## src/rtl/controller_pkg.sv

```systemverilog
// Shared types and constants for the hash-cracker controller.
package controller_pkg;

    localparam int          NUM_POS   = 8;
    localparam int          MAX_CHARS = 16;
    localparam logic [31:0] HASH_MUL  = 32'd33;
    localparam logic [7:0]  NL        = 8'h0A;
    localparam logic [7:0]  FAIL_CHAR = 8'h2D;

    typedef enum logic [2:0] {
        ST_LOAD_CS   = 3'd0,
        ST_LOAD_SEED = 3'd1,
        ST_LOAD_GOAL = 3'd2,
        ST_SEARCH    = 3'd3,
        ST_REPORT    = 3'd4
    } state_e;

    function automatic logic [31:0] hash_step(input logic [31:0] h, input logic [7:0] c);
        return (h * HASH_MUL) ^ {24'd0, c};
    endfunction

endpackage

```

## src/rtl/controller_uart.sv

```systemverilog
// 8N1 UART: synchronised rx deserialiser and tx serialiser with valid/ready byte ports.
module controller_uart #(
    parameter int CLKS_PER_BIT = 100
) (
    input  logic       clk_i,
    input  logic       rst_ni,
    input  logic       rx_i,
    output logic       tx_o,
    output logic [7:0] rx_data_o,
    output logic       rx_valid_o,
    input  logic [7:0] tx_data_i,
    input  logic       tx_valid_i,
    output logic       tx_ready_o,
    output logic       tx_busy_o
);
    localparam int             CW      = $clog2(CLKS_PER_BIT + 1);
    localparam logic [CW-1:0]  CPB_M1  = CW'(CLKS_PER_BIT - 1);
    localparam logic [CW-1:0]  HALF_M1 = CW'(CLKS_PER_BIT / 2 - 1);

    typedef enum logic [1:0] {
        RX_IDLE  = 2'd0,
        RX_START = 2'd1,
        RX_DATA  = 2'd2,
        RX_STOP  = 2'd3
    } rx_state_e;

    logic          rx_meta_q, rx_sync_q, rx_prev_q;
    rx_state_e     rx_state_q;
    logic [CW-1:0] rx_cnt_q;
    logic [2:0]    rx_bit_q;
    logic [7:0]    rx_shift_q;
    logic          rx_valid_q;

    logic [9:0]    tx_shift_q;
    logic [3:0]    tx_bit_q;
    logic [CW-1:0] tx_cnt_q;
    logic          tx_busy_q, tx_q;
    logic          tx_last_s;

    // Synchronise rx; the third flop gives the falling-edge reference for start detection.
    always_ff @(posedge clk_i or negedge rst_ni) begin
        if (!rst_ni) begin
            rx_meta_q <= 1'b1;
            rx_sync_q <= 1'b1;
            rx_prev_q <= 1'b1;
        end else begin
            rx_meta_q <= rx_i;
            rx_sync_q <= rx_meta_q;
            rx_prev_q <= rx_sync_q;
        end
    end

    // Receive FSM: sample each bit at its middle, drop frames whose stop bit is low.
    always_ff @(posedge clk_i or negedge rst_ni) begin
        if (!rst_ni) begin
            rx_state_q <= RX_IDLE;
            rx_cnt_q   <= '0;
            rx_bit_q   <= 3'd0;
            rx_shift_q <= 8'd0;
            rx_valid_q <= 1'b0;
        end else begin
            rx_valid_q <= 1'b0;
            case (rx_state_q)
                RX_IDLE: begin
                    if (rx_prev_q && !rx_sync_q) begin
                        rx_cnt_q   <= '0;
                        rx_state_q <= RX_START;
                    end
                end
                RX_START: begin
                    if (rx_cnt_q == HALF_M1) begin
                        rx_cnt_q   <= '0;
                        rx_bit_q   <= 3'd0;
                        rx_state_q <= rx_sync_q ? RX_IDLE : RX_DATA;
                    end else begin
                        rx_cnt_q <= rx_cnt_q + 1'b1;
                    end
                end
                RX_DATA: begin
                    if (rx_cnt_q == CPB_M1) begin
                        rx_cnt_q   <= '0;
                        rx_shift_q <= {rx_sync_q, rx_shift_q[7:1]};
                        if (rx_bit_q == 3'd7) begin
                            rx_state_q <= RX_STOP;
                        end else begin
                            rx_bit_q <= rx_bit_q + 3'd1;
                        end
                    end else begin
                        rx_cnt_q <= rx_cnt_q + 1'b1;
                    end
                end
                RX_STOP: begin
                    if (rx_cnt_q == CPB_M1) begin
                        rx_cnt_q   <= '0;
                        rx_valid_q <= rx_sync_q;
                        rx_state_q <= RX_IDLE;
                    end else begin
                        rx_cnt_q <= rx_cnt_q + 1'b1;
                    end
                end
                default: rx_state_q <= RX_IDLE;
            endcase
        end
    end

    assign rx_data_o  = rx_shift_q;
    assign rx_valid_o = rx_valid_q;

    // Accepting during the final stop-bit cycle lets frames run back to back.
    assign tx_last_s  = tx_busy_q && (tx_bit_q == 4'd9) && (tx_cnt_q == CPB_M1);
    assign tx_ready_o = !tx_busy_q || tx_last_s;
    assign tx_busy_o  = tx_busy_q;
    assign tx_o       = tx_q;

    // Transmit shifter: frame is {stop, data[7:0], start}, shifted out LSB first.
    always_ff @(posedge clk_i or negedge rst_ni) begin
        if (!rst_ni) begin
            tx_shift_q <= 10'h3FF;
            tx_bit_q   <= 4'd0;
            tx_cnt_q   <= '0;
            tx_busy_q  <= 1'b0;
            tx_q       <= 1'b1;
        end else if (tx_valid_i && tx_ready_o) begin
            tx_shift_q <= {1'b1, tx_data_i, 1'b0};
            tx_bit_q   <= 4'd0;
            tx_cnt_q   <= '0;
            tx_busy_q  <= 1'b1;
            tx_q       <= 1'b0;
        end else if (tx_busy_q) begin
            if (tx_cnt_q == CPB_M1) begin
                tx_cnt_q <= '0;
                if (tx_bit_q == 4'd9) begin
                    tx_busy_q <= 1'b0;
                    tx_q      <= 1'b1;
                end else begin
                    tx_bit_q   <= tx_bit_q + 4'd1;
                    tx_shift_q <= {1'b1, tx_shift_q[9:1]};
                    tx_q       <= tx_shift_q[1];
                end
            end else begin
                tx_cnt_q <= tx_cnt_q + 1'b1;
            end
        end else begin
            tx_q <= 1'b1;
        end
    end

endmodule

```

## src/rtl/controller.sv

```systemverilog
// Hash-cracker top: loads a job over UART, tests one 8-char candidate per clock,
// and reports the first match (or "-") back over UART.
module controller
    import controller_pkg::*;
#(
    parameter int CLKS_PER_BIT = 100
) (
    input  logic fpgaclk,
    input  logic reset,
    input  logic rx,
    output logic tx
);
    state_e      state_q;
    logic [7:0]  cs_q    [NUM_POS][MAX_CHARS];
    logic [4:0]  cnt_q   [NUM_POS];
    logic [3:0]  idx_q   [NUM_POS];
    logic [7:0]  match_q [NUM_POS];
    logic [2:0]  pos_q;
    logic [1:0]  byte_cnt_q;
    logic [31:0] seed_q, goal_q;
    logic        found_q, rep_sent_q;
    logic [3:0]  rep_idx_q;

    logic [7:0]  rx_data_s, tx_data_s;
    logic        rx_valid_s, tx_valid_s, tx_ready_s, tx_busy_s, tx_last_s;
    logic [7:0]  cand_s     [NUM_POS];
    logic [31:0] hash_s     [NUM_POS+1];
    logic [3:0]  idx_next_s [NUM_POS];
    logic        carry_s, any_empty_s;

    controller_uart #(.CLKS_PER_BIT(CLKS_PER_BIT)) u_uart (
        .clk_i      (fpgaclk),
        .rst_ni     (reset),
        .rx_i       (rx),
        .tx_o       (tx),
        .rx_data_o  (rx_data_s),
        .rx_valid_o (rx_valid_s),
        .tx_data_i  (tx_data_s),
        .tx_valid_i (tx_valid_s),
        .tx_ready_o (tx_ready_s),
        .tx_busy_o  (tx_busy_s)
    );

    // Current candidate and its hash through eight chained stages.
    always_comb begin
        hash_s[0] = seed_q;
        for (int p = 0; p < NUM_POS; p++) begin
            cand_s[p]   = cs_q[p][idx_q[p]];
            hash_s[p+1] = hash_step(hash_s[p], cand_s[p]);
        end
    end

    // Odometer increment, last position fastest; carry out of position 0 means exhausted.
    always_comb begin
        carry_s     = 1'b1;
        any_empty_s = 1'b0;
        for (int p = NUM_POS - 1; p >= 0; p--) begin
            idx_next_s[p] = idx_q[p];
            if (cnt_q[p] == 5'd0) begin
                any_empty_s = 1'b1;
            end else begin
                any_empty_s = any_empty_s;
            end
            if (carry_s) begin
                if (({1'b0, idx_q[p]} + 5'd1) == cnt_q[p]) begin
                    idx_next_s[p] = 4'd0;
                end else begin
                    idx_next_s[p] = idx_q[p] + 4'd1;
                    carry_s       = 1'b0;
                end
            end else begin
                idx_next_s[p] = idx_q[p];
            end
        end
    end

    // Report byte sequence: eight matched chars then NL, or FAIL_CHAR then NL.
    always_comb begin
        tx_data_s = NL;
        tx_last_s = 1'b0;
        if (found_q) begin
            if (rep_idx_q < 4'd8) begin
                tx_data_s = match_q[rep_idx_q[2:0]];
            end else begin
                tx_last_s = 1'b1;
            end
        end else begin
            if (rep_idx_q == 4'd0) begin
                tx_data_s = FAIL_CHAR;
            end else begin
                tx_last_s = 1'b1;
            end
        end
    end

    assign tx_valid_s = (state_q == ST_REPORT) && !rep_sent_q;

    // Job controller FSM.
    always_ff @(posedge fpgaclk or negedge reset) begin
        if (!reset) begin
            state_q    <= ST_LOAD_CS;
            pos_q      <= 3'd0;
            byte_cnt_q <= 2'd0;
            seed_q     <= 32'd0;
            goal_q     <= 32'd0;
            found_q    <= 1'b0;
            rep_sent_q <= 1'b0;
            rep_idx_q  <= 4'd0;
            for (int p = 0; p < NUM_POS; p++) begin
                cnt_q[p]   <= 5'd0;
                idx_q[p]   <= 4'd0;
                match_q[p] <= 8'd0;
                for (int i = 0; i < MAX_CHARS; i++) begin
                    cs_q[p][i] <= 8'd0;
                end
            end
        end else begin
            case (state_q)
                ST_LOAD_CS: begin
                    if (rx_valid_s) begin
                        if (rx_data_s == NL) begin
                            pos_q <= pos_q + 3'd1;
                            if (pos_q == 3'(NUM_POS - 1)) begin
                                byte_cnt_q <= 2'd0;
                                state_q    <= ST_LOAD_SEED;
                            end
                        end else if (cnt_q[pos_q] < 5'(MAX_CHARS)) begin
                            cs_q[pos_q][cnt_q[pos_q][3:0]] <= rx_data_s;
                            cnt_q[pos_q] <= cnt_q[pos_q] + 5'd1;
                        end
                    end
                end
                ST_LOAD_SEED: begin
                    if (rx_valid_s) begin
                        seed_q     <= {seed_q[23:0], rx_data_s};
                        byte_cnt_q <= byte_cnt_q + 2'd1;
                        if (byte_cnt_q == 2'd3) begin
                            state_q <= ST_LOAD_GOAL;
                        end
                    end
                end
                ST_LOAD_GOAL: begin
                    if (rx_valid_s) begin
                        goal_q     <= {goal_q[23:0], rx_data_s};
                        byte_cnt_q <= byte_cnt_q + 2'd1;
                        if (byte_cnt_q == 2'd3) begin
                            for (int p = 0; p < NUM_POS; p++) begin
                                idx_q[p] <= 4'd0;
                            end
                            state_q <= ST_SEARCH;
                        end
                    end
                end
                ST_SEARCH: begin
                    rep_idx_q  <= 4'd0;
                    rep_sent_q <= 1'b0;
                    if (any_empty_s) begin
                        found_q <= 1'b0;
                        state_q <= ST_REPORT;
                    end else if (hash_s[NUM_POS] == goal_q) begin
                        found_q <= 1'b1;
                        for (int p = 0; p < NUM_POS; p++) begin
                            match_q[p] <= cand_s[p];
                        end
                        state_q <= ST_REPORT;
                    end else if (carry_s) begin
                        found_q <= 1'b0;
                        state_q <= ST_REPORT;
                    end else begin
                        for (int p = 0; p < NUM_POS; p++) begin
                            idx_q[p] <= idx_next_s[p];
                        end
                    end
                end
                ST_REPORT: begin
                    if (!rep_sent_q) begin
                        if (tx_ready_s) begin
                            rep_idx_q <= rep_idx_q + 4'd1;
                            if (tx_last_s) begin
                                rep_sent_q <= 1'b1;
                            end
                        end
                    end else if (!tx_busy_s) begin
                        // Last byte has fully left the line: wipe the job and start over.
                        pos_q      <= 3'd0;
                        byte_cnt_q <= 2'd0;
                        for (int p = 0; p < NUM_POS; p++) begin
                            cnt_q[p] <= 5'd0;
                            idx_q[p] <= 4'd0;
                        end
                        state_q <= ST_LOAD_CS;
                    end
                end
                default: state_q <= ST_LOAD_CS;
            endcase
        end
    end

endmodule

```

## config.mk

```make
export PLATFORM = sky130hd
export DESIGN_NAME = controller
export DESIGN_NICKNAME = d
export VERILOG_FILES = /design/src/rtl/controller_pkg.sv /design/src/rtl/controller_uart.sv /design/src/rtl/controller.sv
export SDC_FILE = /design/constraint.sdc
export NUM_CORES = 2
export LEC_CHECK = 0
export BUFFER_PORTS_ARGS = -buffer_cell sky130_fd_sc_hd__buf_2
export CORE_ASPECT_RATIO = 2
export CORE_MARGIN = 5
export CORE_UTILIZATION = 50
export DETAILED_ROUTE_END_ITERATION = 12
export PLACE_DENSITY = 0.65
export SYNTH_ARGS = -nofsm -noshare
export SYNTH_HDL_FRONTEND = slang
export SYNTH_SLANG_ARGS = --single-unit
```

## constraint.sdc

```tcl
create_clock -name fpgaclk -period 43.6 [get_ports fpgaclk]
set_input_delay 13.08 -clock fpgaclk [delete_from_list [all_inputs] [get_ports fpgaclk]]
set_output_delay 13.08 -clock fpgaclk [all_outputs]
set_load 0.05 [all_outputs]
```

==> metrics.cfg <==
[placement]
dpl.hpwl_mm = 142.0
dp_cells = 7569
portBuffers = 3
place_congestion = 0.9262

[worst_setup_path]
critical-path-top-delay-family = adder cells
crit_fanout = 65
r2r-end = match_q[29]$_DFFE_PN0P_
cp-start-kind = flip-flop
reg2reg_slack_ps = 22420
slowest_delay_ps = 780
cp_slowest_cell = nand3_4
path_buf_inv = 4
worst_path_most_repeated_cell = ha_1
path_class = flip-flop to flip-flop
cp.arrival_ps = 21770
cp-end-kind = flip-flop
r2r-start = idx_q[28]$_DFFE_PN0P_
cp.required_ps = 44180
r2r_cells = 72

[sta]
min_period_over_period = 0.4858
finalCriticalPeriod_ps = 21180
fmax_mhz = 47.21
hold_viol = 0
fin_setup_tns_ps = 0
setup_viol = 0
slew_violations = 0
rsz0062_at_grt = no
skew_ps = 38.63
slew_headroom = 0.1397
tightest_slew_ps = 1281

[global_route]
grt_pass1_vias = 51530
grt_max_degree = 177
antenna_found_initial = 5
overflow = 0
grt_first_pass_wirelength_mm = 301.4
grt_use_total = 0.2438

[logic_synthesis]
synth.avg_cell_area_sq_um = 12.75
yosysMostFrequentCell = dfrtp_1
seq_area_frac_synth = 0.4312
syn_inst = 5842
synth.largest_area_cell = dfrtp_1
syn-cell-area_sq_mm = 0.07450
ys.flop_type = dfrtp_1
syn_nets = 6477
synth_edf_count = 0
ys_top_cells_by_count = 1271 x dfrtp_1, 1126 x mux2_2, 624 x ha_1
synth_seq_cells = 1283
synthArstFlopShare = 1.000
ys_types = 88
synth_top_area_share = 0.4269
ys_warn_count = 0
yosys-top-cells-area = dfrtp_1 43%, mux2_2 17%, ha_1 10%

[floorplan]
die_width_um = 282.9
fp.dieH_um = 555.9
initial_core_util = 0.5020
dieArea_sq_mm = 0.1573
core_area_sq_mm = 0.1484
io-pin-count = 4
row_count = 200

[power]
peakVddDrop_mv = 0.03233
p_leak_uw = 0.04026
powerDensity_mw_per_mm2 = 28.38

[clock_network]
cts_tree = done
cts.sinks = 1283
clkTransAtPathRegs_ps = 70
ctsHtreeMaxLevel = 3
ctsHoldBuffers = 0
cts_buffers = 110
post-cts-setup-buffers = 0
cts-root-buf = clkbuf_16
cts_resized = 0
cts.path.max_buffers = 3
insertion_delay_ps = 730

[routing]
drcViolationCount = 0
drt.antenna.violating_nets = 0
vias = 47690
routed_via_density = 6.130
drt-initial-drc-count = 2612
wl_per_cell_um = 24.78
finalWirelength_mm = 192.7
drt_first_pass_iters = 7

[finish]
drive_gt1_frac = 0.2981
stdcell_count = 7779
area_growth_pct = 7.825
final_core_util = 0.5413
nNetsFinal = 6397
nFillCells = 12480

[run_status]
outcome = complete, no violations

[job]
cap_violations = 0

[worst_hold_path]
hold_path.class = flip-flop to flip-flop
hold_depth = 0
min-delay-start = u_uart.rx_meta_q$_DFF_PN1_
min_to = u_uart.rx_sync_q$_DFF_PN1_

[cell families after synthesis]
kind of cell	Yosys count	share of synthesized area
AOI/OAI and AO/OA	747	0.06429
xor gates and xnor gates	315	0.03864
adders and majority gates	632	0.1069
buffers and inverters	370	0.02012
DFF	1283	0.4312
muxes	1549	0.2783
and+or+nand+nor	946	0.06056
[registers in the layout, summed over array words and instances, names as in the netlist, 7 cells and up, named ones only]
signal	flops
cnt_q	40
cs_q	1024
goal_q	32
idx_q	32
match_q	64
seed_q	32
u_uart.rx_cnt_q	7
u_uart.rx_data_o	8
u_uart.tx_cnt_q	7
u_uart.tx_shift_q	8
[final cells by class]
type,instances,area [sq um],share of cell area
antenna,3,7.507,0.00009346
tap,1919,2401,0.02989
clock inverter,44,615.6,0.007663
multi-input combinational,4189,40910,0.5093
timing repair buffer,72,573.1,0.007134
sequential,1283,32160,0.4004
clock buffer,163,3262,0.04061
inverter,106,397.9,0.004953
[cell usage in the layout (no fill, tap or decap), types with 29 or more instances in the layout]
| master | netlist | routed |
|---|---|---|
| dfrtp_1 | 1271 | 1254 |
| mux2_2 | 1126 | 1126 |
| ha_1 | 624 | 624 |
| nor2_1 | 315 | 315 |
| mux4_2 | 300 | 300 |
| nand2_1 | 233 | 233 |
| xnor2_1 | 200 | 200 |
| a21oi_1 | 192 | 192 |
| o21ai_0 | 180 | 180 |
| clkbuf_16 | 0 | 110 |
| inv_1 | 105 | 105 |
| xor2_1 | 104 | 104 |
| nand3_1 | 74 | 73 |
| mux2i_1 | 72 | 72 |
| buf_4 | 6 | 67 |
| a21o_1 | 61 | 61 |
| nor3_1 | 53 | 52 |
| nand2b_1 | 51 | 51 |
| mux2_1 | 51 | 51 |
| nor2b_1 | 50 | 50 |
| o21a_1 | 36 | 36 |
| clkbuf_8 | 0 | 31 |
| o21bai_1 | 29 | 29 |
[worst reg2reg max path: cells and delay by family, from the launching register on]
family	cells	cell delay [ps]
AO/OA/AOI/OAI	22	5520
buffers and inverters	4	1000
multiplexers	3	1800
XOR/XNOR	7	1510
AND/OR/NAND/NOR	14	3910
flip-flops	1	710
adder cells (fa/ha/maj)	22	6600
[report_power, final]
group          total, uW  internal [uW]  leakage, uW  switching [uW]
clock               1050            583      0.00189             465
combinational       36.2           6.35       0.0205            29.8
sequential          1200           1190       0.0179            3.32
[metrics by stage]
step                worst slack [ps]  power (uW)  hold WS (ps)  instance area [sq um]
floorplan                      25780        1228         345.2                  74500
global placement               22690        1255         349.9                  76440
detailed placement             22400        1256         353.7                  76440
CTS                            22320        2304         364.4                  80320
global route                   21030        2351         366.7                  80320
finish                         22420        2279         362.8                  80330
[worst max-delay path by stage]
| stage | start | endpoint | slack (ps) | cells after the start |
|---|---|---|---|---|
| 6_report | idx_q[28]$_DFFE_PN0P_ | match_q[29]$_DFFE_PN0P_ | 22420 | 72 |
| 2_1_floorplan | idx_q[28]$_DFFE_PN0P_ | match_q[0]$_DFFE_PN0P_ | 25780 | 76 |
| 4_1_cts | idx_q[28]$_DFFE_PN0P_ | match_q[21]$_DFFE_PN0P_ | 22320 | 72 |
| 3_5_place_dp | idx_q[28]$_DFFE_PN0P_ | match_q[8]$_DFFE_PN0P_ | 22400 | 72 |
| 5_1_grt | idx_q[28]$_DFFE_PN0P_ | match_q[0]$_DFFE_PN0P_ | 21030 | 72 |
| 3_3_place_gp | idx_q[28]$_DFFE_PN0P_ | match_q[50]$_DFFE_PN0P_ | 22690 | 73 |
[routing by layer]
metal	track usage	share of wire
met4	0.1362	0.068
met3	0.02315	0.032
met1	0.2585	0.35
met2	0.4704	0.55
met5	0	0.000067
(Power assumes the default switching activity.)
